File: src/rtl/tlk2711_pkg.sv
// Shared definitions for the TLK2711 RX DMA write path: FSM encoding,
// AXI4 constants and a small helper used by the burst sizing logic.
package tlk2711_pkg;

    typedef enum logic [2:0] {
        ST_IDLE = 3'd0,
        ST_CALC = 3'd1,
        ST_AW   = 3'd2,
        ST_W    = 3'd3,
        ST_B    = 3'd4,
        ST_DONE = 3'd5
    } state_t;

    localparam logic [1:0] AXI_BURST_INCR = 2'b01;
    localparam logic [2:0] AXI_SIZE_8B    = 3'd3;
    localparam logic [1:0] RESP_OKAY      = 2'b00;
    localparam int         BOUNDARY_4K    = 4096;

    function automatic int unsigned min_u(input int unsigned a, input int unsigned b);
        return (a < b) ? a : b;
    endfunction

endpackage

File: src/rtl/tlk2711_rx_dma_wr_if.sv
// AXI4 write-channel bundle (AW, W, B) between the DMA writer and the DDR port.
interface tlk2711_rx_dma_wr_if #(
    parameter int ADDR_WIDTH  = 32,
    parameter int DATA_WIDTH  = 64,
    parameter int WBYTE_WIDTH = 8
);
    logic [ADDR_WIDTH-1:0]  awaddr;
    logic [7:0]             awlen;
    logic [2:0]             awsize;
    logic [1:0]             awburst;
    logic                   awvalid;
    logic                   awready;
    logic [DATA_WIDTH-1:0]  wdata;
    logic [WBYTE_WIDTH-1:0] wstrb;
    logic                   wlast;
    logic                   wvalid;
    logic                   wready;
    logic [1:0]             bresp;
    logic                   bvalid;
    logic                   bready;

    modport master (
        output awaddr, awlen, awsize, awburst, awvalid,
        input  awready,
        output wdata, wstrb, wlast, wvalid,
        input  wready,
        input  bresp, bvalid,
        output bready
    );

    modport slave (
        input  awaddr, awlen, awsize, awburst, awvalid,
        output awready,
        input  wdata, wstrb, wlast, wvalid,
        output wready,
        output bresp, bvalid,
        input  bready
    );
endinterface

File: src/rtl/tlk2711_burst_calc.sv
// Burst sizing: min(BURST_LEN, beats still to send, beats left before the
// next 4 KB boundary). The address is 8-byte aligned by the time it gets here.
module tlk2711_burst_calc
    import tlk2711_pkg::*;
#(
    parameter int BEATS_W   = 14,
    parameter int BURST_LEN = 16
) (
    input  logic [BEATS_W-1:0] beats_left,
    input  logic [11:0]        addr_lo,
    output logic [8:0]         burst
);
    logic [9:0] beats_to_4k;

    // Range 1..512: an aligned address always has at least one beat before the boundary.
    assign beats_to_4k = 10'((13'(BOUNDARY_4K) - {1'b0, addr_lo}) >> 3);

    assign burst = 9'(min_u(min_u(32'(BURST_LEN), 32'(beats_left)), 32'(beats_to_4k)));
endmodule

File: src/rtl/tlk2711_rx_dma_wr.sv
// TLK2711 RX DMA writer: takes {address, byte length} commands plus a 64-bit
// FWFT beat stream and writes it to DDR as serialised AXI4 INCR bursts.
module tlk2711_rx_dma_wr
    import tlk2711_pkg::*;
#(
    parameter int ADDR_WIDTH  = 32,
    parameter int DLEN_WIDTH  = 16,
    parameter int DATA_WIDTH  = 64,
    parameter int WBYTE_WIDTH = 8,
    parameter int BURST_LEN   = 16
) (
    input  logic                             clk,
    input  logic                             rst,
    input  logic                             i_soft_rst,
    input  logic                             i_wr_cmd_req,
    input  logic [ADDR_WIDTH+DLEN_WIDTH-1:0] i_wr_cmd_data,
    output logic                             o_wr_cmd_ack,
    input  logic                             i_dma_wr_valid,
    input  logic [WBYTE_WIDTH-1:0]           i_dma_wr_keep,
    input  logic [DATA_WIDTH-1:0]            i_dma_wr_data,
    output logic                             o_dma_wr_ready,
    output logic                             o_wr_finish,
    tlk2711_rx_dma_wr_if.master              m_axi,
    output logic                             o_wr_err,
    output logic                             o_busy,
    output logic [2:0]                       o_state
);
    localparam int BEATS_W = DLEN_WIDTH - 2;

    typedef struct packed {
        logic [ADDR_WIDTH-1:0] addr;
        logic [BEATS_W-1:0]    beats_left;
        logic [8:0]            burst;
        logic [8:0]            w_left;
        logic                  err;
        logic                  ack;
        logic                  finish;
    } ctl_t;

    typedef struct packed {
        logic [DATA_WIDTH-1:0]  data;
        logic [WBYTE_WIDTH-1:0] strb;
        logic                   valid;
        logic                   last;
    } wbeat_t;

    state_t                state, state_nxt;
    ctl_t                  ctl;
    wbeat_t                wq;
    logic [8:0]            burst_nxt;
    logic [ADDR_WIDTH-1:0] cmd_addr;
    logic [DLEN_WIDTH-1:0] cmd_len;
    logic [BEATS_W-1:0]    cmd_beats;
    logic [BEATS_W-1:0]    beats_after;
    logic                  beat_acc;
    logic                  w_fire;

    assign cmd_addr    = i_wr_cmd_data[ADDR_WIDTH+DLEN_WIDTH-1:DLEN_WIDTH];
    assign cmd_len     = i_wr_cmd_data[DLEN_WIDTH-1:0];
    // A partial last word still occupies a full beat.
    assign cmd_beats   = BEATS_W'(cmd_len[DLEN_WIDTH-1:3]) + BEATS_W'(|cmd_len[2:0]);
    assign beats_after = ctl.beats_left - BEATS_W'(ctl.burst);

    assign w_fire         = wq.valid & m_axi.wready;
    // Ready depends only on output-register space and beats owed, never on valid.
    assign o_dma_wr_ready = (state == ST_W) & (~wq.valid | m_axi.wready) & (ctl.w_left != '0);
    assign beat_acc       = o_dma_wr_ready & i_dma_wr_valid;

    tlk2711_burst_calc #(
        .BEATS_W   (BEATS_W),
        .BURST_LEN (BURST_LEN)
    ) u_burst_calc (
        .beats_left (ctl.beats_left),
        .addr_lo    (ctl.addr[11:0]),
        .burst      (burst_nxt)
    );

    // State register; both reset flavours abandon any transfer in flight.
    always_ff @(posedge clk or posedge rst) begin
        // NOTE: sequential state uses non-blocking assignments so every flop samples pre-edge values.
        if (rst) begin
            state <= ST_IDLE;
        end else if (i_soft_rst) begin
            state <= ST_IDLE;
        end else begin
            state <= state_nxt;
        end
    end

    // Next-state logic: one burst at a time, AW -> W -> B, then resize or finish.
    always_comb begin
        // NOTE: default first so no path leaves state_nxt unassigned and infers a latch.
        state_nxt = state;
        case (state)
            ST_IDLE: if (i_wr_cmd_req) state_nxt = ST_CALC;
            ST_CALC: state_nxt = (ctl.beats_left == '0) ? ST_DONE : ST_AW;
            ST_AW:   if (m_axi.awready) state_nxt = ST_W;
            ST_W:    if (w_fire && wq.last) state_nxt = ST_B;
            ST_B:    if (m_axi.bvalid) state_nxt = (beats_after != '0) ? ST_CALC : ST_DONE;
            ST_DONE: state_nxt = ST_IDLE;
            default: state_nxt = ST_IDLE;
        endcase
    end

    // Command context, per-burst bookkeeping, sticky error and one-cycle pulses.
    always_ff @(posedge clk or posedge rst) begin
        if (rst) begin
            ctl <= '0;
        end else if (i_soft_rst) begin
            ctl <= '0;
        end else begin
            ctl.ack    <= 1'b0;
            ctl.finish <= 1'b0;
            case (state)
                ST_IDLE: begin
                    if (i_wr_cmd_req) begin
                        ctl.ack        <= 1'b1;
                        ctl.addr       <= {cmd_addr[ADDR_WIDTH-1:3], 3'b000};
                        ctl.beats_left <= cmd_beats;
                        if (|cmd_addr[2:0]) ctl.err <= 1'b1;
                    end
                end
                ST_CALC: begin
                    ctl.burst  <= burst_nxt;
                    ctl.w_left <= burst_nxt;
                end
                ST_W: begin
                    if (beat_acc) ctl.w_left <= ctl.w_left - 9'd1;
                end
                ST_B: begin
                    if (m_axi.bvalid) begin
                        if (m_axi.bresp != RESP_OKAY) ctl.err <= 1'b1;
                        ctl.addr       <= ctl.addr + ADDR_WIDTH'({ctl.burst, 3'b000});
                        ctl.beats_left <= beats_after;
                    end
                end
                ST_DONE: ctl.finish <= 1'b1;
                default: ;
            endcase
        end
    end

    // W output register: one-cycle latency from accepted input beat to wvalid.
    always_ff @(posedge clk or posedge rst) begin
        if (rst) begin
            wq <= '0;
        end else if (i_soft_rst) begin
            wq <= '0;
        end else if (beat_acc) begin
            wq.data  <= i_dma_wr_data;
            wq.strb  <= i_dma_wr_keep;
            wq.valid <= 1'b1;
            wq.last  <= (ctl.w_left == 9'd1);
        end else if (w_fire) begin
            wq.valid <= 1'b0;
            wq.last  <= 1'b0;
        end
    end

    assign m_axi.awaddr  = ctl.addr;
    assign m_axi.awlen   = 8'(ctl.burst - 9'd1);
    assign m_axi.awsize  = AXI_SIZE_8B;
    assign m_axi.awburst = AXI_BURST_INCR;
    assign m_axi.awvalid = (state == ST_AW);
    assign m_axi.wdata   = wq.data;
    assign m_axi.wstrb   = wq.strb;
    assign m_axi.wlast   = wq.last;
    assign m_axi.wvalid  = wq.valid;
    assign m_axi.bready  = (state == ST_B);

    assign o_wr_cmd_ack = ctl.ack;
    assign o_wr_finish  = ctl.finish;
    assign o_wr_err     = ctl.err;
    assign o_busy       = (state != ST_IDLE);
    assign o_state      = state;
endmodule

File: src/flat_wrapper.sv
// flat-port wrapper written by rule: the top's interface ports become plain ports
module tlk2711_rx_dma_wr_flat import tlk2711_pkg::*;
#(
    parameter int ADDR_WIDTH  = 32,
    parameter int DLEN_WIDTH  = 16,
    parameter int DATA_WIDTH  = 64,
    parameter int WBYTE_WIDTH = 8,
    parameter int BURST_LEN   = 16
)
  (clk, rst, i_soft_rst, i_wr_cmd_req, i_wr_cmd_data, o_wr_cmd_ack, i_dma_wr_valid, i_dma_wr_keep, i_dma_wr_data, o_dma_wr_ready, o_wr_finish, o_wr_err, o_busy, o_state, m_axi_awaddr, m_axi_awlen, m_axi_awsize, m_axi_awburst, m_axi_awvalid, m_axi_awready, m_axi_wdata, m_axi_wstrb, m_axi_wlast, m_axi_wvalid, m_axi_wready, m_axi_bresp, m_axi_bvalid, m_axi_bready);
  tlk2711_rx_dma_wr_if #(.ADDR_WIDTH(ADDR_WIDTH), .DATA_WIDTH(DATA_WIDTH), .WBYTE_WIDTH(WBYTE_WIDTH)) m_axi_i ();
  input  logic clk;
  input  logic rst;
  input  logic i_soft_rst;
  input  logic i_wr_cmd_req;
  input  logic [ADDR_WIDTH+DLEN_WIDTH-1:0] i_wr_cmd_data;
  output logic o_wr_cmd_ack;
  input  logic i_dma_wr_valid;
  input  logic [WBYTE_WIDTH-1:0] i_dma_wr_keep;
  input  logic [DATA_WIDTH-1:0] i_dma_wr_data;
  output logic o_dma_wr_ready;
  output logic o_wr_finish;
  output logic o_wr_err;
  output logic o_busy;
  output logic [2:0] o_state;
  output wire logic [$bits(m_axi_i.awaddr)-1:0] m_axi_awaddr;
  output wire logic [$bits(m_axi_i.awlen)-1:0] m_axi_awlen;
  output wire logic [$bits(m_axi_i.awsize)-1:0] m_axi_awsize;
  output wire logic [$bits(m_axi_i.awburst)-1:0] m_axi_awburst;
  output wire logic [$bits(m_axi_i.awvalid)-1:0] m_axi_awvalid;
  input wire logic [$bits(m_axi_i.awready)-1:0] m_axi_awready;
  output wire logic [$bits(m_axi_i.wdata)-1:0] m_axi_wdata;
  output wire logic [$bits(m_axi_i.wstrb)-1:0] m_axi_wstrb;
  output wire logic [$bits(m_axi_i.wlast)-1:0] m_axi_wlast;
  output wire logic [$bits(m_axi_i.wvalid)-1:0] m_axi_wvalid;
  input wire logic [$bits(m_axi_i.wready)-1:0] m_axi_wready;
  input wire logic [$bits(m_axi_i.bresp)-1:0] m_axi_bresp;
  input wire logic [$bits(m_axi_i.bvalid)-1:0] m_axi_bvalid;
  output wire logic [$bits(m_axi_i.bready)-1:0] m_axi_bready;
  assign m_axi_awaddr = m_axi_i.awaddr;
  assign m_axi_awlen = m_axi_i.awlen;
  assign m_axi_awsize = m_axi_i.awsize;
  assign m_axi_awburst = m_axi_i.awburst;
  assign m_axi_awvalid = m_axi_i.awvalid;
  assign m_axi_i.awready = m_axi_awready;
  assign m_axi_wdata = m_axi_i.wdata;
  assign m_axi_wstrb = m_axi_i.wstrb;
  assign m_axi_wlast = m_axi_i.wlast;
  assign m_axi_wvalid = m_axi_i.wvalid;
  assign m_axi_i.wready = m_axi_wready;
  assign m_axi_i.bresp = m_axi_bresp;
  assign m_axi_i.bvalid = m_axi_bvalid;
  assign m_axi_bready = m_axi_i.bready;
  tlk2711_rx_dma_wr #(.ADDR_WIDTH(ADDR_WIDTH), .DLEN_WIDTH(DLEN_WIDTH), .DATA_WIDTH(DATA_WIDTH), .WBYTE_WIDTH(WBYTE_WIDTH), .BURST_LEN(BURST_LEN)) u_core (.clk(clk), .rst(rst), .i_soft_rst(i_soft_rst), .i_wr_cmd_req(i_wr_cmd_req), .i_wr_cmd_data(i_wr_cmd_data), .o_wr_cmd_ack(o_wr_cmd_ack), .i_dma_wr_valid(i_dma_wr_valid), .i_dma_wr_keep(i_dma_wr_keep), .i_dma_wr_data(i_dma_wr_data), .o_dma_wr_ready(o_dma_wr_ready), .o_wr_finish(o_wr_finish), .m_axi(m_axi_i), .o_wr_err(o_wr_err), .o_busy(o_busy), .o_state(o_state));
endmodule
File: config.mk
export PLATFORM = sky130hd
export DESIGN_NAME = tlk2711_rx_dma_wr_flat
export DESIGN_NICKNAME = d
export VERILOG_FILES = /design/src/rtl/tlk2711_pkg.sv /design/src/rtl/tlk2711_rx_dma_wr_if.sv /design/src/rtl/tlk2711_burst_calc.sv /design/src/rtl/tlk2711_rx_dma_wr.sv /design/src/flat_wrapper.sv
export SDC_FILE = /design/constraint.sdc
export NUM_CORES = 1
export LEC_CHECK = 0
export ABC_CLOCK_PERIOD_IN_PS = 10900
export CORE_UTILIZATION = 43
export CTS_BUF_LIST = sky130_fd_sc_hd__clkbuf_16
export DETAILED_ROUTE_END_ITERATION = 10
export PLACE_DENSITY = 0.78
export SYNTH_ARGS = -nofsm -noshare
export SYNTH_HDL_FRONTEND = slang
export SYNTH_SLANG_ARGS = --single-unit
File: constraint.sdc
create_clock -name clk -period 10.9 [get_ports clk]
set_clock_uncertainty 0.05 [all_clocks]
set_input_delay 1.09 -clock clk [delete_from_list [all_inputs] [get_ports clk]]
set_output_delay 1.09 -clock clk [all_outputs]
set_load 0.05 [all_outputs]
==> results.py <==
metrics = {
    "global_routing": {
        "grt_max_degree": 107,
        "grt_pass1_wl_um": 40200,
        "grt_overflow": 0,
        "first_global_vias": 7679,
        "grt_antenna_before_repair": 0,
        "globalRouteTotalUtil_pct": 25.3,
    },
    "sta": {
        "max_slew_margin_pct": 23.6,
        "grt_setup_unrepaired": "no",
        "tightest_slew_ps": 1150,
        "final_period_minus_worst_setup_slack_ps": 4890,
        "min_setup_slack_post_route_ps": 6010,
        "report.final.hold_viol_count": 0,
        "holdWs_ps": 436,
        "tns_ps": 0,
        "maxClockFrequency_mhz": 205,
        "post-route-period-util_pct": 44.8,
        "report.final.setup_viol": 0,
        "final-max-slew-violation-count": 0,
    },
    "placement": {
        "finalWeightedCongestion": 0.940,
        "dp_hpwl_um": 19100,
        "port-buffer-count": 250,
        "placement.setup.worst_slack_ps": 6520,
    },
    "critical_path": {
        "endpoint_kind": "output pin",
        "timing.critical_path.from_type": "register",
        "worst-endpoint-required_ps": 9760,
        "cp_data_arrival_time_ps": 3750,
        "critical_path.max_fanout": 33,
        "timing.setup.critical_path_class": "register to output pin",
    },
    "clocking": {
        "clock_latency_ps": 420,
        "numClockSinks": 141,
        "post_cts_buffers": 0,
        "ctsHtreeMaxLevel": 4,
        "tritoncts.num_buffers": 17,
        "tritoncts_clock_tree": "yes",
        "clockRootBuffer": "sky130_fd_sc_hd__clkbuf_16",
        "cts.path.max_buffers": 2,
        "cts_hold_buffers": 0,
        "ctsResizeCount": 0,
        "cts.reportedPaths.clkPinSlew_ps": 60,
    },
    "detailed_routing": {
        "drt_iter0_drc": 534,
        "route.detailed.drc": 0,
        "viasPerCell": 5.50,
        "drt-pass1-iter-count": 5,
        "drt_wl_total_um": 26200,
        "num_vias": 8337,
        "wire_per_inst_um": 17.3,
        "final_antenna_net_count": 0,
    },
    "synthesis": {
        "syn_area_sq_um": 8640,
        "cell_type_with_the_highest_aggregate_area_in_the_netlist": "sky130_fd_sc_hd__dfrtp_1",
        "synth_async_sr_flop_share_pct": 100,
        "syn_area_per_cell_sq_um": 8.24,
        "synthesis.instances": 1048,
        "proportion_of_netlist_area_held_by_the_largest_area_contributor_pct": 40.9,
        "yosys_register_bits": 141,
        "unique_cell_type_count_in_the_yosys_netlist": 70,
        "ys.flop_type": "sky130_fd_sc_hd__dfrtp_1",
        "synth_enable_flop_cells": 0,
        "synth_warnings": 0,
        "yosys-top-cells-area": "sky130_fd_sc_hd__dfrtp_1 41%, sky130_fd_sc_hd__nand2_1 9.9%, sky130_fd_sc_hd__a21oi_1 7.8%, sky130_fd_sc_hd__ha_1 4.9%, sky130_fd_sc_hd__buf_4 3.2%",
        "synth_sequential_area_ratio_pct": 40.9,
    },
    "pwr": {
        "leakagePower_nw": 4.75,
        "vdd_ir_drop_max_uv": 128,
        "power_per_cell_area_nw_per_um2": 202,
    },
    "floorplan": {
        "die_x_um": 144,
        "rows": 51,
        "dieArea_sq_um": 20700,
        "initial_utilization_pct": 44.1,
        "boundaryPins": 259,
        "core_box_area_sq_um": 19600,
        "die_y_um": 144,
    },
    "final_layout": {
        "layout_common_cells": "249 x sky130_fd_sc_hd__clkdlybuf4s50_1, 227 x sky130_fd_sc_hd__nand2_1, 141 x sky130_fd_sc_hd__dfrtp_1",
        "fin_nets": 1405,
        "fillers": 1744,
        "layout.cells.most_common": "sky130_fd_sc_hd__clkdlybuf4s50_1",
        "finalCoreUtilization_pct": 59.2,
        "areaGrowthSynthToFinish_pct": 34.4,
        "layout-drive-gt1-share_pct": 4.71,
        "antennaDiodeCount": 0,
    },
    "outcome": {
        "run_status": "completed",
    },
    "job": {
        "drv.max_cap_violation_count": 0,
    },
    "worst_hold_path": {
        "worst_min_delay_path_category": "register to register",
    },
}
-- cell usage after synthesis, drive strengths merged (5+ instances only) --
cell	count
nand3	29
nand2b	8
nor3	18
o31ai	5
nor4	10
or3	10
and3	13
o21a	8
o311ai	10
nand4	14
ha	34
xor2	21
nor2	55
a211oi	10
dfrtp	141
o22ai	7
nor2b	9
o21ai	52
clkbuf	43
a31oi	7
xnor2	18
inv	30
buf	51
a21o	10
a21oi	136
and2	8
nand2	228
or4	6
-- metrics by stage --
step	power, mW	cells	cell area [sq um]
2_1_floorplan	1.46	1059	8680
3_3_place_gp	1.75	1485	11000
3_5_place_dp	1.77	1485	11000
4_1_cts	2.34	1517	11600
5_1_grt	2.47	1517	11600
6_report	2.34	1517	11600
-- worst max-delay path: stages, from the launching register on --
cell and delay [ps]:
sky130_fd_sc_hd__dfrtp_1 500, sky130_fd_sc_hd__nor2_1 260, sky130_fd_sc_hd__nand2_1 690, sky130_fd_sc_hd__inv_1 920, sky130_fd_sc_hd__clkdlybuf4s50_1 940
-- power by group --
part	leakage, nW	internal (mW)	switching, mW
logic	2.56	0.403	0.684
registers	1.92	0.587	0.100
clock network	0.272	0.322	0.247
-- metal layers --
layer / vias up / wire (um) / track usage, % / share of wire (%)
met5: - / 0 / 0 / 0
met4: 0 / 710 / 10.1 / 2.7
met3: 50 / 2190 / 5.60 / 8.4
met2: 388 / 12500 / 41.7 / 48
met1: 3903 / 10800 / 32.1 / 41
li1: 3996 / - / - / -
-- registers in the layout, summed over array words and instances (netlist names) --
signal,flops
u_core.ctl,32
u_core.m_axi.awaddr,29
u_core.m_axi.wdata,64
u_core.m_axi.wlast,1
u_core.m_axi.wstrb,8
u_core.m_axi.wvalid,1
u_core.o_state,3
u_core.o_wr_cmd_ack,1
u_core.o_wr_err,1
u_core.o_wr_finish,1
-- worst paths after layout --
path,slack [ps],end,cells past startpoint,start
setup / recovery,6010,m_axi_bready,4,u_core.o_state[1]
hold / removal,440,u_core.o_wr_err,2,u_core.o_wr_err
setup reg to reg,7190,u_core.o_state[2],9,u_core.o_state[1]
hold reg to reg,440,u_core.o_wr_err,2,u_core.o_wr_err
max in group asynchronous,8290,u_core.m_axi.wdata[0],3,rst
min in group asynchronous,1060,u_core.m_axi.awaddr[29],2,rst
-- final cells by class --
class                           count  area (sq um)  share of cell area [%]
Multi-Input combinational cell    794          4510                    38.9
Sequential cell                   141          3530                    30.4
Timing Repair Buffer              255          2540                    21.9
Clock buffer                       17           425                    3.67
Tap cell                          265           332                    2.86
Clock inverter                     15           153                    1.32
Inverter                           30           118                    1.01
-- cell families after synthesis --
kind of cell	count (synthesis)	synth area share, %
compound gates	280	19.4
mux	7	0.869
other cells	2	0.0870
simple gates	419	22.0
flops	141	40.9
xor+xnor	39	3.96
buf+inv	124	7.42
fa+ha+maj	36	5.39
Note: power is estimated with default switching activity, not from simulation.
